--- src/rtl/store_unit.sv ---
// Store buffer between the M stage and data memory: aligns byte/half/word stores,
// queues them in a small FIFO and drains them one write request at a time.
module store_unit #(
    parameter int DEPTH = 2
) (
    input  logic        clk,
    input  logic        reset,
    input  logic        st_valid,
    input  logic [31:0] st_addr,
    input  logic [31:0] st_data,
    input  logic [1:0]  Mem_type,
    output logic        st_ready,
    output logic        AdES,
    input  logic        ld_check,
    input  logic [31:0] ld_addr,
    output logic        ld_hazard,
    output logic        bus_req,
    output logic [31:0] bus_addr,
    output logic [31:0] bus_wdata,
    output logic [3:0]  bus_be,
    input  logic        bus_ack,
    output logic        empty
);

    localparam int PTR_W = $clog2(DEPTH);
    localparam int CNT_W = PTR_W + 1;

    typedef enum logic {
        IDLE  = 1'b0,
        ISSUE = 1'b1
    } state_t;

    state_t             r_state;
    state_t             w_state_next;
    logic [PTR_W-1:0]   r_wr_ptr;
    logic [PTR_W-1:0]   r_rd_ptr;
    logic [CNT_W-1:0]   r_count;

    logic [29:0]        r_addr_mem [DEPTH];
    logic [3:0]         r_be_mem   [DEPTH];
    logic [31:0]        r_data_mem [DEPTH];

    logic [3:0]         w_be;
    logic [31:0]        w_data;
    logic               w_misalign;
    logic               w_reserved;
    logic               w_full;
    logic               w_push;
    logic               w_pop;
    logic [DEPTH-1:0]   w_hit;
    logic               w_ld_unused;

    // Lane alignment and misalignment detection.
    always_comb begin
        w_be       = 4'b0000;
        w_data     = st_data;
        w_misalign = 1'b0;
        w_reserved = 1'b0;
        case (Mem_type)
            2'b00: begin
                w_be       = 4'b1111;
                w_data     = st_data;
                w_misalign = (st_addr[1:0] != 2'b00);
            end
            2'b01: begin
                w_be       = st_addr[1] ? 4'b1100 : 4'b0011;
                w_data     = {st_data[15:0], st_data[15:0]};
                w_misalign = st_addr[0];
            end
            2'b10: begin
                w_be       = 4'b0001 << st_addr[1:0];
                w_data     = {4{st_data[7:0]}};
            end
            default: begin
                w_reserved = 1'b1;
            end
        endcase
    end

    assign w_full   = (r_count == CNT_W'(DEPTH));
    assign st_ready = !w_full;
    assign AdES     = reset && st_valid && w_misalign;
    assign w_push   = st_valid && st_ready && !w_reserved && !w_misalign;
    assign w_pop    = bus_req && bus_ack;

    always_ff @(posedge clk) begin
        if (w_push) begin
            r_addr_mem[r_wr_ptr] <= st_addr[31:2];
            r_be_mem[r_wr_ptr]   <= w_be;
            r_data_mem[r_wr_ptr] <= w_data;
        end
    end

    always_ff @(posedge clk or negedge reset) begin
        if (!reset) begin
            r_state  <= IDLE;
            r_wr_ptr <= '0;
            r_rd_ptr <= '0;
            r_count  <= '0;
        end else begin
            r_state <= w_state_next;
            if (w_push) r_wr_ptr <= r_wr_ptr + PTR_W'(1);
            if (w_pop)  r_rd_ptr <= r_rd_ptr + PTR_W'(1);
            case ({w_push, w_pop})
                2'b10:   r_count <= r_count + CNT_W'(1);
                2'b01:   r_count <= r_count - CNT_W'(1);
                default: r_count <= r_count;
            endcase
        end
    end

    always_comb begin
        w_state_next = r_state;
        bus_req      = 1'b0;
        empty        = 1'b1;
        case (r_state)
            IDLE: begin
                if (w_push) w_state_next = ISSUE;
            end
            ISSUE: begin
                bus_req = 1'b1;
                empty   = 1'b0;
                // Last entry leaving with nothing arriving behind it.
                if (w_pop && !w_push && (r_count == CNT_W'(1))) w_state_next = IDLE;
            end
            default: w_state_next = IDLE;
        endcase
    end

    assign bus_addr  = {r_addr_mem[r_rd_ptr], 2'b00};
    assign bus_wdata = r_data_mem[r_rd_ptr];
    assign bus_be    = r_be_mem[r_rd_ptr];

    // An entry is live when its distance from the head is below the count.
    for (genvar gi = 0; gi < DEPTH; gi++) begin : g_entry
        logic [PTR_W-1:0] w_off;
        assign w_off     = PTR_W'(gi) - r_rd_ptr;
        assign w_hit[gi] = ({1'b0, w_off} < r_count) && (r_addr_mem[gi] == ld_addr[31:2]);
    end

    assign ld_hazard   = reset && ld_check && (|w_hit);
    assign w_ld_unused = ^ld_addr[1:0];

endmodule

--- config.mk ---
export PLATFORM = sky130hd
export DESIGN_NAME = store_unit
export DESIGN_NICKNAME = d
export VERILOG_FILES = /design/src/rtl/store_unit.sv
export SDC_FILE = /design/constraint.sdc
export NUM_CORES = 1
export LEC_CHECK = 0
export CORE_MARGIN = 2
export CORE_UTILIZATION = 48
export DETAILED_ROUTE_END_ITERATION = 7
export GPL_TIMING_DRIVEN = 0
export PLACE_DENSITY = 0.89
export REMOVE_ABC_BUFFERS = 1
export SLEW_MARGIN = 5
export SYNTH_ARGS = -nofsm -noshare
export SYNTH_HDL_FRONTEND = slang
export SYNTH_SLANG_ARGS = --single-unit
--- constraint.sdc ---
create_clock -name clk -period 5 [get_ports clk]
set_input_delay 0.75 -clock clk [delete_from_list [all_inputs] [get_ports clk]]
set_output_delay 0.75 -clock clk [all_outputs]
set_load 0.01 [all_outputs]
; Word-level counts from Yosys, hierarchy flattened
; Memories as Yosys holds them, arrays and structs flattened.
; Index checks and enable logic that the tools add are counted.
[word_totals]
out_inout_bits = 73
elab_cells = 56
input_bits = 103
regBits = 5
memories = 3
ramBits = 132
[op_classes]
n_mux = 11
n_lt_le_gt_ge = 2
reduce_logical = 20
n_shift = 1
addsub = 6
eq_ne = 8
bitwise = 1
[memory_table]
columns = memory, depth, width, rd, rd_ports_with_merged_regs, wr, line
row1 = r_data_mem, 2, 32, 1, 0, 1, 41  ; logic [31:0] r_data_mem [DEPTH];
row2 = r_addr_mem, 2, 30, 3, 0, 1, 39  ; logic [29:0] r_addr_mem [DEPTH];
row3 = r_be_mem, 2, 4, 1, 0, 1, 40  ; logic [3:0] r_be_mem [DEPTH];
[ops]
columns = operator, n
row1 = case mux 32 bit (2 select lines), 1
row2 = equality test 30 bit, 2
row3 = logical AND 1 bit, 12
row4 = case mux 4 bit (3 select lines), 1
row5 = equality test 2 x 1 -> 1 bit (second input constant), 3
row6 = equality test 2 bit (second input constant), 3
row7 = 2-to-1 mux 1 bit, 5
row8 = less-than comparator 1 x 2 -> 1 bit, 2
row9 = 2-to-1 mux 4 bit, 1
row10 = case mux 1 bit (2 select lines), 2
row11 = case mux 2 bit (2 select lines), 1
row12 = nonzero test 2 bit, 2
row13 = left shift 1 x 2 -> 4 bit (first input constant), 1
row14 = zero test 1 bit, 3
row15 = OR reduction 3 bit, 1
row16 = adder 1 bit (second input constant), 2
row17 = adder 2 x 1 -> 2 bit (second input constant), 1
row18 = zero test 2 bit, 1
row19 = OR reduction 2 bit, 1
row20 = subtractor 1 bit (first input constant), 2
row21 = subtractor 2 x 1 -> 2 bit (second input constant), 1
row22 = NOT 1 bit, 1

; Depth between registers and ports, before layout
; Gate-level depths: netlist of run 1.
[logic_depth]
word_depth = 10
depth_mapped = 10
mapped_depth_nobuf = 9

; Worst setup path before layout of run 1
; Ideal clock, no wire load.
[synth_path]
path_type = input to register
start = input port Mem_type[0]
end = memory r_addr_mem[0][0], enable pin
path_slack_ns = -0.077
cell_stages = 7
setup_ns = 0.491
arrival_time_ns = 4.585
n_path_buf = 1
required_ns = 4.509
path_cell_list = inv_1 -> ha_1 -> a21oi_2 -> a21oi_1 -> or4b_1 -> buf_6 -> nor2_1
[synth_via]
elab_chain_len = 6
word_cells_on_any_way = 10
classes_between = eq/ne: 2 / mux: 3 / reduce/logical: 5
[synth_lines]
columns = element, line
row1 = start: declaration, 11  ; input logic [1:0] Mem_type,
row2 = "equality test 2 x 1 -> 1 bit, or another cell as far along", 59  ; case (Mem_type)
row3 = case mux 1 bit (2 select lines) / OR reduction 3 bit (equally long branches), --
row4 = zero test 1 bit / logical AND 1 bit (equally long branches), 83  ; assign w_push = st_valid && st_ready && !w_reserved && !w_misalign;
row5 = logical AND 1 bit (*), 83
row6 = 2-to-1 mux 1 bit (*), 87  ; if (w_push) begin
row7 = 2-to-1 mux 1 bit (not written as such) (*), 88  ; r_addr_mem[r_wr_ptr] <= st_addr[31:2];
row8 = end: declaration, 39
; Every way passes the cells marked *; elsewhere a longest branch is shown, timed or not.

; Worst setup path after layout of run 1
[layout_path]
start = input port ld_addr[16]
end = output port ld_hazard
[layout_via]
elab_chain_len = 4
word_cells_on_any_way = 6
classes_between = eq/ne: 2 / reduce/logical: 4
[layout_lines]
columns = element, line
row1 = start: declaration, 15  ; input logic [31:0] ld_addr,
row2 = equality test 30 bit, 138  ; assign w_hit[gi] = ({1'b0, w_off} < r_count) && (r_addr_mem[gi] == ld_addr[31:2]);
row3 = logical AND 1 bit, 138
row4 = OR reduction 2 bit (*), 141  ; assign ld_hazard = reset && ld_check && (|w_hit);
row5 = logical AND 1 bit (*), 141
row6 = end: declaration, 16  ; output logic ld_hazard,
; Marks and branches as above.

==> results of run 1 <==
-- routing by layer --
metal,up-vias,global-route usage
li1,1903,-
met1,1991,0.261
met2,167,0.386
met3,8,0.0703
met4,0,0.0715
met5,-,0
-- worst max-delay path: stages --
cell and delay [ps]:
sky130_fd_sc_hd__clkdlybuf4s50_1 520, sky130_fd_sc_hd__xnor2_1 140, sky130_fd_sc_hd__nand4_1 130, sky130_fd_sc_hd__nor4_1 500, sky130_fd_sc_hd__nand4_1 160, sky130_fd_sc_hd__a21oi_1 140, sky130_fd_sc_hd__clkdlybuf4s50_1 570
-- cell families after synthesis --
kind of cell,after synthesis,share of synthesized area
fa+ha+maj,8,0.0160
buf+inv,37,0.0263
other cells,1,0.000601
simple gates,53,0.0429
xor+xnor,63,0.0896
mux,66,0.119
flops,137,0.655
compound gates,47,0.0501
-- flip-flops by register name, summed over array words and instances (netlist names) --
| register | flops |
|---|---|
| r_data_mem | 64 |
| r_addr_mem | 60 |
| r_be_mem | 8 |
| r_count | 2 |
| r_rd_ptr | 1 |
| r_state | 1 |
| r_wr_ptr | 1 |
-- worst max-delay path by stage --
| stage | endpoint | cells past startpoint | startpoint |
|---|---|---|---|
| 5_1_grt | r_data_mem[0][26] | 8 | Mem_type[1] |
| 3_5_place_dp | r_data_mem[0][2] | 8 | Mem_type[1] |
| 6_report | ld_hazard | 7 | ld_addr[16] |
| 2_1_floorplan | r_addr_mem[0][0] | 6 | Mem_type[1] |
| 4_1_cts | ld_hazard | 7 | ld_addr[7] |
| 3_3_place_gp | r_data_mem[1][19] | 7 | Mem_type[1] |
-- metrics by stage --
stage               worst slack [ps]  hold WS [ps]
floorplan                       -187           454
global placement               -2510           510
detailed placement               962           541
CTS                             1310           557
global route                    1220           584
finish                          1340           563
-- cells in the final DEF (no fill, tap or decap), types with 2 or more instances in the layout --
cell type / n
sky130_fd_sc_hd__a22oi_1: 8
sky130_fd_sc_hd__clkinv_2: 4
sky130_fd_sc_hd__nor4_1: 5
sky130_fd_sc_hd__nand4_1: 12
sky130_fd_sc_hd__mux2_2: 66
sky130_fd_sc_hd__buf_16: 2
sky130_fd_sc_hd__inv_1: 18
sky130_fd_sc_hd__clkbuf_16: 17
sky130_fd_sc_hd__bufinv_16: 6
sky130_fd_sc_hd__nor2_4: 2
sky130_fd_sc_hd__o22ai_1: 8
sky130_fd_sc_hd__nand2_1: 10
sky130_fd_sc_hd__clkinvlp_4: 2
sky130_fd_sc_hd__o21ai_0: 2
sky130_fd_sc_hd__a22o_1: 8
sky130_fd_sc_hd__edfxtp_1: 132
sky130_fd_sc_hd__buf_12: 3
sky130_fd_sc_hd__xnor2_1: 45
sky130_fd_sc_hd__a21o_1: 3
sky130_fd_sc_hd__a21oi_1: 15
sky130_fd_sc_hd__dfrtp_1: 4
sky130_fd_sc_hd__and3_1: 2
sky130_fd_sc_hd__xor2_1: 17
sky130_fd_sc_hd__clkdlybuf4s50_1: 171
sky130_fd_sc_hd__nor2_1: 15
sky130_fd_sc_hd__ha_1: 8
sky130_fd_sc_hd__conb_1: 2
sky130_fd_sc_hd__a21oi_2: 2
sky130_fd_sc_hd__and2_1: 2
-- power by group through the flow --
stage,Combinational (uW),Clock (uW),Sequential (uW)
finish,1370,1390,1610
global route,1460,1450,1630
CTS,1390,1400,1610
detailed placement,1370,0,1630
global placement,1260,0,1690
floorplan,642,0,1640
-- area by class of cell --
| type | instances | area (um2) |
|---|---|---|
| multi-input combinational | 239 | 2010 |
| clock inverter | 14 | 228 |
| tap | 172 | 215 |
| timing repair buffer | 176 | 1830 |
| fill | 836 | 3810 |
| clock buffer | 18 | 429 |
| inverter | 18 | 67.6 |
| sequential | 137 | 4090 |
==> flow_summary.html, run 1 <==
<table>
<tr><th>Metric</th><th>Value</th></tr>
<tr><th colspan="2">Cells and area</th></tr>
<tr><td>Final Core Density</td><td>0.700</td></tr>
<tr><td>Fraction of final layout cells sized beyond drive strength 1</td><td>0.178</td></tr>
<tr><td>Post-route cell area</td><td>~0.0089 mm2</td></tr>
<tr><td>Nets@finish</td><td>700</td></tr>
<tr><td>Post-layout instance count excluding filler cells</td><td>between 700 and 800</td></tr>
<tr><td>Diode insertion count for antenna repair</td><td>0</td></tr>
<tr><td>Growth of design area from synthesis to finish</td><td>42.1%</td></tr>
<tr><th colspan="2">Place</th></tr>
<tr><td>Post-DP HPWL</td><td>10.6 mm</td></tr>
<tr><td>Final Wtd Congestion</td><td>~0.8</td></tr>
<tr><td>Placed cell area</td><td>around 0.008 mm2</td></tr>
<tr><td># placed instances</td><td>742</td></tr>
<tr><td>IO Port Bufs</td><td>roughly 170</td></tr>
<tr><th colspan="2">Synth</th></tr>
<tr><td>Gate Count Post-Synth</td><td>between 400 and 500</td></tr>
<tr><td>Yosys top cell by area</td><td>sky130_fd_sc_hd__edfxtp_1</td></tr>
<tr><td>Average footprint of a synthesized cell</td><td>15.1 um2</td></tr>
<tr><td>Async set-reset flop share out of synthesis</td><td>0.0365</td></tr>
<tr><td>Count of flip-flops with a built-in enable after synthesis</td><td>between 100 and 150</td></tr>
<tr><td>Most used standard cell by instance count after synthesis</td><td>sky130_fd_sc_hd__edfxtp_1</td></tr>
<tr><td>Summed instance area of the synthesized netlist</td><td>a little over 0.006 mm2</td></tr>
<tr><td>Count of cell types in the netlist</td><td>33</td></tr>
<tr><td>Most frequent cells after synthesis</td><td>132 x sky130_fd_sc_hd__edfxtp_1, 66 x sky130_fd_sc_hd__mux2_2, 45 x sky130_fd_sc_hd__xnor2_1</td></tr>
<tr><td>Synth top area cells</td><td>sky130_fd_sc_hd__edfxtp_1 64%, sky130_fd_sc_hd__mux2_2 12%, sky130_fd_sc_hd__xnor2_1 6.3%</td></tr>
<tr><td>YS warnings</td><td>0</td></tr>
<tr><td>Area share of the largest cell type after synthesis</td><td>0.635</td></tr>
<tr><td>Synth Flop Type</td><td>sky130_fd_sc_hd__edfxtp_1</td></tr>
<tr><td>FF+latch count, synth</td><td>roughly 140</td></tr>
<tr><td>Sequential-to-total area share from yosys stat</td><td>0.655</td></tr>
<tr><th colspan="2">Worst setup path</th></tr>
<tr><td>Arrival time at the worst endpoint</td><td>roughly 2900 ps</td></tr>
<tr><td>Required time worst endpoint</td><td>4250 ps</td></tr>
<tr><td>Maximum fanout along the worst path</td><td>2</td></tr>
<tr><td>Reg2reg start</td><td>r_count[0]</td></tr>
<tr><td>Path depth of the worst reg2reg path</td><td>5</td></tr>
<tr><td>Kind of launch point of the worst setup path</td><td>input pin</td></tr>
<tr><td>Setup crit end kind</td><td>output port</td></tr>
<tr><td>Setup slack, reg-to-reg</td><td>~2200 ps</td></tr>
<tr><td>Destination of the worst register-to-register timing path</td><td>r_addr_mem[0][5]</td></tr>
<tr><td>Setup Crit Path Kind</td><td>in2out</td></tr>
<tr><th colspan="2">Floorplan</th></tr>
<tr><td>Floorplan die width</td><td>~120 um</td></tr>
<tr><td>Overall die area</td><td>approximately 0.014 mm2</td></tr>
<tr><td>Die span in y</td><td>between 100 and 150 um</td></tr>
<tr><td>Count of standard-cell rows</td><td>between 40 and 50</td></tr>
<tr><td>Initial Util</td><td>0.492</td></tr>
<tr><td>Number of top-level pins</td><td>about 180</td></tr>
<tr><td>Core Region</td><td>approximately 0.013 mm2</td></tr>
<tr><th colspan="2">Clock tree</th></tr>
<tr><td>Number of hold buffers added after CTS</td><td>0</td></tr>
<tr><td>Root cell of the clock tree</td><td>sky130_fd_sc_hd__clkbuf_16</td></tr>
<tr><td>Clock tree from TritonCTS</td><td>built</td></tr>
<tr><td>Clock-pin slew of the registers on the worst-case setup and hold paths</td><td>around 60 ps</td></tr>
<tr><td>Post-CTS setup buffer count</td><td>0</td></tr>
<tr><td>H-Tree Depth</td><td>4</td></tr>
<tr><td>Number of buffers created by CTS</td><td>17</td></tr>
<tr><td>Post-cts gate resize count</td><td>0</td></tr>
<tr><td>Clock insertion delay at the later pin of the skew report</td><td>410 ps</td></tr>
<tr><td>Total clock sinks</td><td>around 140</td></tr>
<tr><td>Largest buffer count on any clock path</td><td>2</td></tr>
<tr><th colspan="2">Global route</th></tr>
<tr><td>Vias in the first global route</td><td>roughly 4300</td></tr>
<tr><td>Global-route wire length before repair</td><td>23.3 mm</td></tr>
<tr><td>Overall fraction of global-route tracks in use</td><td>0.222</td></tr>
<tr><td>Largest net degree at the start of global routing</td><td>36</td></tr>
<tr><td>Initial antenna violation count</td><td>0</td></tr>
<tr><td>Gr ovfl total</td><td>0</td></tr>
<tr><th colspan="2">Timing</th></tr>
<tr><td>Maximum clock frequency</td><td>~270 MHz</td></tr>
<tr><td>Period utilization</td><td>0.732</td></tr>
<tr><td>Number of slew-limit violations in the final report</td><td>0</td></tr>
<tr><td>Worst-case clock skew</td><td>just under 8 ps</td></tr>
<tr><td>Worst slew margin relative to its limit</td><td>0.339</td></tr>
<tr><td>Setup TNS after final layout</td><td>0 ps</td></tr>
<tr><td>Unrepaired setup endpoints after global routing</td><td>no</td></tr>
<tr><td>Clock period minus worst slack</td><td>3660 ps</td></tr>
<tr><td>Hold Fails Final Rpt</td><td>0</td></tr>
<tr><td>Final setup viols</td><td>0</td></tr>
<tr><td>Measured slew at the worst slew-check pin</td><td>around 990 ps</td></tr>
<tr><th colspan="2">Drt</th></tr>
<tr><td>Routed via count divided by cell count</td><td>5.26</td></tr>
<tr><td>DRT Pass-1 Iters</td><td>4</td></tr>
<tr><td>Metal1 wirelength</td><td>between 5 and 6 mm</td></tr>
<tr><td>Antenna violation net count after detailed routing</td><td>0</td></tr>
<tr><td>Highest metal layer with signal wires</td><td>met4</td></tr>
<tr><td>Met2 wire length</td><td>7.80 mm</td></tr>
<tr><td>Post-route DRC</td><td>0</td></tr>
<tr><td>Wire length per cell after detailed routing</td><td>slightly below 20 um</td></tr>
<tr><td>Iter 0 DRT Violations</td><td>between 300 and 400</td></tr>
<tr><td>DRT Wirelength</td><td>15.0 mm</td></tr>
<tr><td>Via Count</td><td>approximately 4000</td></tr>
<tr><td>Amount of wire on met3 after detailed routing</td><td>around 1.2 mm</td></tr>
<tr><th colspan="2">Flow run</th></tr>
<tr><td>Max-cap violation count</td><td>0</td></tr>
<tr><th colspan="2">Power</th></tr>
<tr><td>Proportion of total power due to net switching</td><td>0.268</td></tr>
<tr><td>Comb power frac</td><td>0.314</td></tr>
<tr><td>Switching component of the power</td><td>around 1200 uW</td></tr>
<tr><td>Sequential power share</td><td>0.368</td></tr>
<tr><td>Leak pwr</td><td>0.00311 uW</td></tr>
<tr><td>Total power</td><td>approximately 4400 uW</td></tr>
<tr><td>Internal Power</td><td>around 3200 uW</td></tr>
<tr><td>Clock network fraction of total power</td><td>0.318</td></tr>
<tr><td>Pwr per Cell Area</td><td>around 490 mW/mm2</td></tr>
<tr><td>Worst vdd rail ir drop</td><td>between 0.3 and 0.4 mV</td></tr>
<tr><th colspan="2">Worst hold path</th></tr>
<tr><td>Source of the worst hold timing path</td><td>r_count[1]</td></tr>
<tr><td>Cells on Worst Hold Path</td><td>2</td></tr>
<tr><td>Hold-critical path endpoint</td><td>r_count[1]</td></tr>
<tr><td>Min-delay worst type</td><td>reg2reg</td></tr>
<tr><th colspan="2">Run status</th></tr>
<tr><td>Result of the run</td><td>complete, no violations</td></tr>
</table>
Power figures use the tool's default switching activity.
==> run 2: changes to the inputs <==
- clock period: 5 -> 3.8 ns (I/O delays scaled with it)
==> results of run 2 <==
Same layout as run 1 (identical final DEF). Status: complete, no violations.
Main changes from that run: setup slack after placement 962 ps -> -57.9 ps; setup slack after layout 1340 ps -> 397 ps; hold slack 563 ps -> 411 ps; start point of the critical path ld_addr[16] -> Mem_type[1]; end point of the critical path ld_hazard -> r_addr_mem[0][5]; register-to-register setup slack 2220 ps -> 1020 ps; total power 4360 uW -> 5740 uW; worst IR drop on VDD 0.327 mV -> 0.430 mV
==> run 3: changes to the inputs <==
- ABC_CLOCK_PERIOD_IN_PS: not set -> 3800
- CTS_CLUSTER_SIZE: not set -> 16
==> results of run 3 <==
Same layout as run 1 (identical final DEF). Status: complete, no violations.
Main changes from that run: setup slack after placement 962 ps -> -57.9 ps; setup slack after layout 1340 ps -> 397 ps; hold slack 563 ps -> 411 ps; start point of the critical path ld_addr[16] -> Mem_type[1]; end point of the critical path ld_hazard -> r_addr_mem[0][5]; register-to-register setup slack 2220 ps -> 1020 ps; total power 4360 uW -> 5740 uW; worst IR drop on VDD 0.327 mV -> 0.430 mV
